## config.mk

```make
export PLATFORM = sky130hd
export DESIGN_NAME = goertz_coeff_arbiter_flat
export DESIGN_NICKNAME = d
export VERILOG_FILES = /design/src/rtl/goertz_coeff_arbiter_if.sv /design/src/rtl/goertz_coeff_arbiter.sv /design/src/flat_wrapper.sv
export SDC_FILE = /design/constraint.sdc
export NUM_CORES = 1
export LEC_CHECK = 0
export ABC_AREA = 1
export CAP_MARGIN = 20
export CORE_AREA = 2 2 88 90
export CTS_BUF_LIST = sky130_fd_sc_hd__clkbuf_8
export DETAILED_ROUTE_END_ITERATION = 10
export DIE_AREA = 0 0 90 92
export GPL_TIMING_DRIVEN = 0
export PLACE_DENSITY = 0.9
export SYNTH_ARGS = -nofsm -noshare
export SYNTH_HDL_FRONTEND = slang
export SYNTH_SLANG_ARGS = --single-unit
```

## constraint.sdc

```tcl
create_clock -name sys_clk -period 1.57 [get_ports sys_clk]
set_input_delay 0.314 -clock sys_clk [delete_from_list [all_inputs] [get_ports sys_clk]]
set_output_delay 0.314 -clock sys_clk [all_outputs]
set_load 0.02 [all_outputs]
```

## src/rtl/goertz_coeff_arbiter_if.sv

```systemverilog
// Bundle of handshake and data signals around the Goertzel coefficient arbiter.
//   enable, lane0_rq/lane1_rq        : grant permission and level requests from the DSP lanes
//   lane*_sin/lane*_cos, lane*_vld   : registered coefficients per lane and their update pulse
//   fd_rq, fd_ready, fd_sin, fd_cos  : request/acknowledge/data of the shared coefficient feeder
//   run_idx, cycle_done, busy, err   : status
// Modport master is the arbiter side; slave is the lanes/feeder/environment side.
interface goertz_coeff_arbiter_if #(
  parameter int unsigned D_W = 16
);
  logic           enable;
  logic           lane0_rq;
  logic           lane1_rq;
  logic [D_W-1:0] lane0_sin;
  logic [D_W-1:0] lane0_cos;
  logic [D_W-1:0] lane1_sin;
  logic [D_W-1:0] lane1_cos;
  logic           lane0_vld;
  logic           lane1_vld;
  logic           fd_rq;
  logic           fd_ready;
  logic [D_W-1:0] fd_sin;
  logic [D_W-1:0] fd_cos;
  logic [8:0]     run_idx;
  logic           cycle_done;
  logic           busy;
  logic           err;

  modport master (
    input  enable, lane0_rq, lane1_rq, fd_ready, fd_sin, fd_cos,
    output lane0_sin, lane0_cos, lane1_sin, lane1_cos, lane0_vld, lane1_vld,
    output fd_rq, run_idx, cycle_done, busy, err
  );

  modport slave (
    output enable, lane0_rq, lane1_rq, fd_ready, fd_sin, fd_cos,
    input  lane0_sin, lane0_cos, lane1_sin, lane1_cos, lane0_vld, lane1_vld,
    input  fd_rq, run_idx, cycle_done, busy, err
  );
endinterface

```

## src/rtl/goertz_coeff_arbiter.sv

```systemverilog
// Round-robin arbiter that lets two DSP lanes share one coefficient feeder.
// Each grant: ISSUE (fd_rq pulse) -> WAIT (for fd_ready) -> CAPT (CAPT_DLY cycles, latch on
// the last) -> DELIVER (lane vld pulse, pointer toggles, run_idx advances) -> GAP -> IDLE.
// Ports:
//   sys_clk    : sole clock, rising edge
//   sys_rst_n  : synchronous active-low reset
//   bus        : goertz_coeff_arbiter_if.master (lane requests/coefficients, feeder handshake,
//                run_idx, cycle_done, busy, err)
// Build option: define COEFF_TIMEOUT_EN to abort a WAIT after TO_CYC cycles without fd_ready and
// set the sticky err flag; otherwise WAIT is unbounded and err is tied low.
module goertz_coeff_arbiter #(
  parameter int unsigned D_W      = 16,
  parameter int unsigned NUM_RUNS = 8,
  parameter int unsigned CAPT_DLY = 2,
  parameter int unsigned TO_CYC   = 15
) (
  input logic                    sys_clk,
  input logic                    sys_rst_n,
  goertz_coeff_arbiter_if.master bus
);

  localparam logic [2:0] CaptLast = 3'(CAPT_DLY - 1);
  localparam logic [8:0] RunLast  = 9'(NUM_RUNS - 1);

  typedef enum logic [2:0] {
    StIdle,
    StIssue,
    StWait,
    StCapt,
    StDeliver,
    StGap
  } state_e;

  state_e         state_q, state_d;
  logic           grant_q, grant_d;  // lane being served: 0 = lane0, 1 = lane1
  logic           ptr_q, ptr_d;      // round-robin preference when both lanes request
  logic [8:0]     run_idx_q, run_idx_d;
  logic [2:0]     capt_cnt_q, capt_cnt_d;
  logic [D_W-1:0] lane0_sin_q, lane0_sin_d, lane0_cos_q, lane0_cos_d;
  logic [D_W-1:0] lane1_sin_q, lane1_sin_d, lane1_cos_q, lane1_cos_d;
  logic           fd_rq, lane0_vld, lane1_vld, cycle_done;

`ifdef COEFF_TIMEOUT_EN
  localparam logic [7:0] ToLast = 8'(TO_CYC - 1);
  logic       err_q, err_d;
  logic [7:0] to_cnt_q, to_cnt_d;
`endif

  always_ff @(posedge sys_clk) begin
    if (!sys_rst_n) begin
      state_q     <= StIdle;
      grant_q     <= 1'b0;
      ptr_q       <= 1'b0;
      run_idx_q   <= '0;
      capt_cnt_q  <= '0;
      lane0_sin_q <= '0;
      lane0_cos_q <= '0;
      lane1_sin_q <= '0;
      lane1_cos_q <= '0;
`ifdef COEFF_TIMEOUT_EN
      err_q       <= 1'b0;
      to_cnt_q    <= '0;
`endif
    end else begin
      state_q     <= state_d;
      grant_q     <= grant_d;
      ptr_q       <= ptr_d;
      run_idx_q   <= run_idx_d;
      capt_cnt_q  <= capt_cnt_d;
      lane0_sin_q <= lane0_sin_d;
      lane0_cos_q <= lane0_cos_d;
      lane1_sin_q <= lane1_sin_d;
      lane1_cos_q <= lane1_cos_d;
`ifdef COEFF_TIMEOUT_EN
      err_q       <= err_d;
      to_cnt_q    <= to_cnt_d;
`endif
    end
  end

  always_comb begin
    state_d     = state_q;
    grant_d     = grant_q;
    ptr_d       = ptr_q;
    run_idx_d   = run_idx_q;
    capt_cnt_d  = '0;
    lane0_sin_d = lane0_sin_q;
    lane0_cos_d = lane0_cos_q;
    lane1_sin_d = lane1_sin_q;
    lane1_cos_d = lane1_cos_q;
    fd_rq       = 1'b0;
    lane0_vld   = 1'b0;
    lane1_vld   = 1'b0;
    cycle_done  = 1'b0;
`ifdef COEFF_TIMEOUT_EN
    err_d       = err_q;
    to_cnt_d    = '0;
`endif

    unique case (state_q)
      StIdle: begin
        if (bus.enable && (bus.lane0_rq || bus.lane1_rq)) begin
          // Pointer only matters on a tie; a lone requester always wins.
          grant_d = (bus.lane0_rq && bus.lane1_rq) ? ptr_q : bus.lane1_rq;
          state_d = StIssue;
        end
      end
      StIssue: begin
        fd_rq   = 1'b1;
        state_d = StWait;
      end
      StWait: begin
        if (bus.fd_ready) begin
          state_d = StCapt;
`ifdef COEFF_TIMEOUT_EN
        end else if (to_cnt_q == ToLast) begin
          // Abandon the grant; pointer and run_idx stay as they were.
          err_d   = 1'b1;
          state_d = StIdle;
        end else begin
          to_cnt_d = to_cnt_q + 8'd1;
`endif
        end
      end
      StCapt: begin
        if (capt_cnt_q == CaptLast) begin
          if (grant_q) begin
            lane1_sin_d = bus.fd_sin;
            lane1_cos_d = bus.fd_cos;
          end else begin
            lane0_sin_d = bus.fd_sin;
            lane0_cos_d = bus.fd_cos;
          end
          state_d = StDeliver;
        end else begin
          capt_cnt_d = capt_cnt_q + 3'd1;
        end
      end
      StDeliver: begin
        lane0_vld  = ~grant_q;
        lane1_vld  = grant_q;
        ptr_d      = ~ptr_q;
        cycle_done = (run_idx_q == RunLast);
        run_idx_d  = (run_idx_q == RunLast) ? 9'd0 : run_idx_q + 9'd1;
        state_d    = StGap;
      end
      StGap: begin
        // Requests are not looked at here: one dead cycle for feeder turnaround.
        state_d = StIdle;
      end
      default: state_d = StIdle;
    endcase
  end

  assign bus.lane0_sin  = lane0_sin_q;
  assign bus.lane0_cos  = lane0_cos_q;
  assign bus.lane1_sin  = lane1_sin_q;
  assign bus.lane1_cos  = lane1_cos_q;
  assign bus.lane0_vld  = lane0_vld;
  assign bus.lane1_vld  = lane1_vld;
  assign bus.fd_rq      = fd_rq;
  assign bus.run_idx    = run_idx_q;
  assign bus.cycle_done = cycle_done;
  assign bus.busy       = (state_q != StIdle);
`ifdef COEFF_TIMEOUT_EN
  assign bus.err        = err_q;
`else
  assign bus.err        = 1'b0;
`endif

endmodule
```

## src/flat_wrapper.sv

```systemverilog
// flat-port wrapper written by rule: the top's interface ports become plain ports
module goertz_coeff_arbiter_flat 
#(
  parameter int unsigned D_W      = 16,
  parameter int unsigned NUM_RUNS = 8,
  parameter int unsigned CAPT_DLY = 2,
  parameter int unsigned TO_CYC   = 15
)
  (sys_clk, sys_rst_n, bus_enable, bus_lane0_rq, bus_lane1_rq, bus_fd_ready, bus_fd_sin, bus_fd_cos, bus_lane0_sin, bus_lane0_cos, bus_lane1_sin, bus_lane1_cos, bus_lane0_vld, bus_lane1_vld, bus_fd_rq, bus_run_idx, bus_cycle_done, bus_busy, bus_err);
  goertz_coeff_arbiter_if #(.D_W(D_W)) bus_i ();
  input logic sys_clk;
  input logic sys_rst_n;
  input wire logic [$bits(bus_i.enable)-1:0] bus_enable;
  input wire logic [$bits(bus_i.lane0_rq)-1:0] bus_lane0_rq;
  input wire logic [$bits(bus_i.lane1_rq)-1:0] bus_lane1_rq;
  input wire logic [$bits(bus_i.fd_ready)-1:0] bus_fd_ready;
  input wire logic [$bits(bus_i.fd_sin)-1:0] bus_fd_sin;
  input wire logic [$bits(bus_i.fd_cos)-1:0] bus_fd_cos;
  output wire logic [$bits(bus_i.lane0_sin)-1:0] bus_lane0_sin;
  output wire logic [$bits(bus_i.lane0_cos)-1:0] bus_lane0_cos;
  output wire logic [$bits(bus_i.lane1_sin)-1:0] bus_lane1_sin;
  output wire logic [$bits(bus_i.lane1_cos)-1:0] bus_lane1_cos;
  output wire logic [$bits(bus_i.lane0_vld)-1:0] bus_lane0_vld;
  output wire logic [$bits(bus_i.lane1_vld)-1:0] bus_lane1_vld;
  output wire logic [$bits(bus_i.fd_rq)-1:0] bus_fd_rq;
  output wire logic [$bits(bus_i.run_idx)-1:0] bus_run_idx;
  output wire logic [$bits(bus_i.cycle_done)-1:0] bus_cycle_done;
  output wire logic [$bits(bus_i.busy)-1:0] bus_busy;
  output wire logic [$bits(bus_i.err)-1:0] bus_err;
  assign bus_i.enable = bus_enable;
  assign bus_i.lane0_rq = bus_lane0_rq;
  assign bus_i.lane1_rq = bus_lane1_rq;
  assign bus_i.fd_ready = bus_fd_ready;
  assign bus_i.fd_sin = bus_fd_sin;
  assign bus_i.fd_cos = bus_fd_cos;
  assign bus_lane0_sin = bus_i.lane0_sin;
  assign bus_lane0_cos = bus_i.lane0_cos;
  assign bus_lane1_sin = bus_i.lane1_sin;
  assign bus_lane1_cos = bus_i.lane1_cos;
  assign bus_lane0_vld = bus_i.lane0_vld;
  assign bus_lane1_vld = bus_i.lane1_vld;
  assign bus_fd_rq = bus_i.fd_rq;
  assign bus_run_idx = bus_i.run_idx;
  assign bus_cycle_done = bus_i.cycle_done;
  assign bus_busy = bus_i.busy;
  assign bus_err = bus_i.err;
  goertz_coeff_arbiter #(.D_W(D_W), .NUM_RUNS(NUM_RUNS), .CAPT_DLY(CAPT_DLY), .TO_CYC(TO_CYC)) u_core (.sys_clk(sys_clk), .sys_rst_n(sys_rst_n), .bus(bus_i));
endmodule
```

==> summary.txt <==
Route
  • DRC errors left: 0
  • Vias: approximately 3200
  • DRT Wirelength: 9328 um
  • Drt first-iter violations: approximately 170
  • Post-route ant nets: 0
  • Initial DRT Pass Iterations: 4
  • Vias per cell: 4.876
  • WL/cell: about 14 um

Power
  • Switching Fraction: 0.2421
  • Cell area power density: between 900 and 1000 nW/um^2
  • Clock power frac: 0.418
  • Sequential power share: 0.453
  • Net Switching: 1146 uW
  • Combinational group share of total power: 0.130
  • Internal power: ~3600 uW
  • Total power: roughly 4700 uW
  • Worst vdd ir: roughly 750 uV
  • Leak: 0.002209 uW

Clock network
  • Clk_lat worst skew: about 0.34 ns
  • Root Buffer: clkbuf_8
  • TritonCTS clock tree: done
  • H-tree Lvls: 3
  • CTS Buf Count: 9
  • Clock-pin transition on the worst setup and hold timing paths: around 0.080 ns
  • CTS Buffer Depth: 2
  • Clk sink count: 81
  • Hold buffers post-CTS: 0

Floorplan
  • Die Ht: between 90 and 100 um
  • Initial Util: 0.4375
  • Row count: 32
  • Die width: 90 um
  • Die Footprint: slightly above 8000 sq um
  • Core area: ~7400 sq um
  • Top-Level Pins: 117

Logic synthesis
  • Main combinational cell family by area after synthesis: compound AO/OA/AOI/OAI gates
  • Seq/Total Area, Yosys: 0.4977
  • Area fraction of the dominant cell type after synthesis: 0.4977
  • Simple-gate portion of the synthesized area: 0.1106
  • Post-Synth Adder-Cell Area: 0.01152
  • Synth top area cells: dfxtp_1, a21oi_1, inv_1, o21ai_1, buf_6
  • Synth Register Bits: ~80
  • Syn Area/Cell: between 7 and 8 sq um
  • Most area-hungry cell type in the Yosys netlist: dfxtp_1
  • Complex-gate fraction of the synthesized area: 0.2147
  • Mux contribution to synthesized area: 0
  • Netlist cell types: 24
  • Mapped Cells: between 400 and 500
  • Ys Warns: 0
  • Post-Syn Nets: about 460
  • Xor-xnor portion of the synthesized cell area: 0.01075
  • Synth Cell Area: roughly 3300 sq um

Cells and area
  • Util after Layout: 0.6578
  • Diode count: 0
  • Share of layout cells above drive strength 1: 0.1268
  • Area grow syn2layout: 50.35%
  • Fill cells: 643
  • Nets: roughly 600

Timing
  • Tightest Pin Transition: ~0.57 ns
  • Setup Skew: about 0.01 ns
  • Final hold slack: about 0.45 ns
  • Achievable Freq: approximately 0.57 GHz
  • Hold Vio Cnt, Final: 0
  • Post-layout min period: between 1.5 and 2 ns
  • Worst rel slew slack: 0.6183
  • RSZ-0062 raised after global routing: yes
  • Crit share post-route: 1.118
  • Final slew viol count: 0
  • Final WS setup: -0.1851 ns
  • Count of final setup violators: 3

Outcome
  • Failing checks: negative setup slack
  • Status: finished with violations

Placement
  • RD Place Congestion: roughly 0.83
  • Port bufs: about 120
  • Dpl hpwl: 6582 um
  • Place WS: -0.4843 ns

Global routing
  • Initial antenna violation count: 0
  • First-pass GRT wire length: 15390 um
  • All-Layer GR Usage: 0.2295
  • Largest net degree at the start of global routing: 15
  • Gr ovfl total: 0
  • Number of global-route vias before repair: ~3200

Setup path
  • Crit path max fanout: 5
  • CP max-delay cell: dfxtp_2
  • Startpoint Class: register
  • Worst path cell trace: nor2_4 > nand2_2 > buf_6 > nor4_4 > buf_4
  • CP max stage delay: 0.35 ns
  • Arrival @ worst endpoint: approximately 1.4 ns
  • Critical Path Sink Type: output pin
  • Required time of the worst setup path: 1.26 ns
  • Crit path kind: reg2out

Run
  • Maximum Capacitance Violations: 0

Min path
  • Hold Crit Class: reg2reg
## Yosys cell counts, drive strengths merged
cell    count
a21oi      70
buf        15
nand3      13
nor3        3
o21ai      69
ha          3
dfxtp      81
nand2      32
xor2        2
conb        1
xnor2       2
nor4        1
nor2       31
clkbuf      6
inv        87
## path summary, 6_finish.rpt
kind | start | end | slack, ns | cells past startpoint
worst max-delay path | u_core.state_q[0]$_SDFFE_PN0P_ | bus_cycle_done | -0.19 | 5
worst min-delay path | u_core.bus.lane1_cos[7]$_SDFFE_PN0P_ | u_core.bus.lane1_cos[7]$_SDFFE_PN0P_ | 0.45 | 2
worst max register to register | u_core.capt_cnt_q[0]$_SDFF_PP0_ | u_core.bus.lane0_sin[1]$_SDFFE_PN0P_ | 0.12 | 7
worst min register to register | u_core.bus.lane1_cos[7]$_SDFFE_PN0P_ | u_core.bus.lane1_cos[7]$_SDFFE_PN0P_ | 0.45 | 2
## stage by stage
stage | cells | setup TNS, ns | cell area (sq um)
final | 662 | -0.3630 | 4898
after CTS | 659 | -0.3333 | 4876
after detailed placement | 633 | -12.02 | 4552
after global routing | 662 | -0.5131 | 4898
after floorplan | 416 | 0 | 3273
after global placement | 633 | -9.333 | 4552
## cell type report
class	count	area (sq um)	share of cell area
buffer	21	182.7	0.03729
clock buffer	9	123.9	0.02529
clock inverter	7	142.6	0.02912
inverter	87	326.6	0.06667
multi-input combinational	227	1206	0.2462
sequential	81	1633	0.3333
tap	102	127.6	0.02605
timing repair buffer	128	1156	0.2360
## what timing repair did
action,in CTS,in global routing
buffers inserted,10,3
hold endpoints to repair,0,0
pin swaps,3,2
resized for setup,119,8
setup endpoints to repair,78,51
## power by group through the flow
stage | sequential [uW] | clock [uW] | combinational [uW]
floorplan | 2180 | 0 | 273
global placement | 2170 | 0 | 499
detailed placement | 2180 | 0 | 518
CTS | 2140 | 2000 | 592
global route | 2150 | 2080 | 675
finish | 2140 | 1980 | 613
## layer usage
metal / share of wire / up-vias / GRT usage
li1: - / 1594 / -
met1: 0.40 / 1492 / 0.2587
met2: 0.53 / 120 / 0.4273
met3: 0.050 / 22 / 0.04684
met4: 0.020 / 0 / 0.08333
met5: 0 / - / 0
## cell families (layout without fill, tap and decap cells)
group,after synthesis,count (layout)
AO/OA/AOI/OAI,139,139
XOR/XNOR,4,4
adder cells (fa/ha/maj),3,3
buffers and inverters,108,252
flip-flops,81,81
other,1,1
AND/OR/NAND/NOR,80,80
## critical path: cells and delay by family (launching register included)
family	cells	cell delay, ns
buffers and inverters	2	0.33
AND/OR/NAND/NOR	3	0.42
flip-flops	1	0.35
## registers in the layout, indices dropped and copies added, names as in the netlist
| register | count |
|---|---|
| u_core.bus.lane0_cos | 16 |
| u_core.bus.lane0_sin | 16 |
| u_core.bus.lane1_cos | 16 |
| u_core.bus.lane1_sin | 16 |
| u_core.bus.run_idx | 9 |
| u_core.capt_cnt_q | 3 |
| u_core.state_q | 3 |
| u_core.grant_q | 1 |
| u_core.ptr_q | 1 |
## cell usage in the layout, fill, tap and decap left out, drive strengths merged
cell / netlist / routed
xor2: 2 / 2
nor2: 31 / 31
a21oi: 70 / 70
buf: 15 / 32
ha: 3 / 3
clkinv: 0 / 3
bufinv: 0 / 4
nand3: 13 / 13
dfxtp: 81 / 81
conb: 1 / 1
clkdlybuf4s50: 0 / 37
dlygate4sd2: 0 / 72
nor4: 1 / 1
nand2: 32 / 32
nor3: 3 / 3
xnor2: 2 / 2
inv: 87 / 87
clkbuf: 6 / 17
o21ai: 69 / 69
Note: power is estimated with default switching activity, not from simulation.
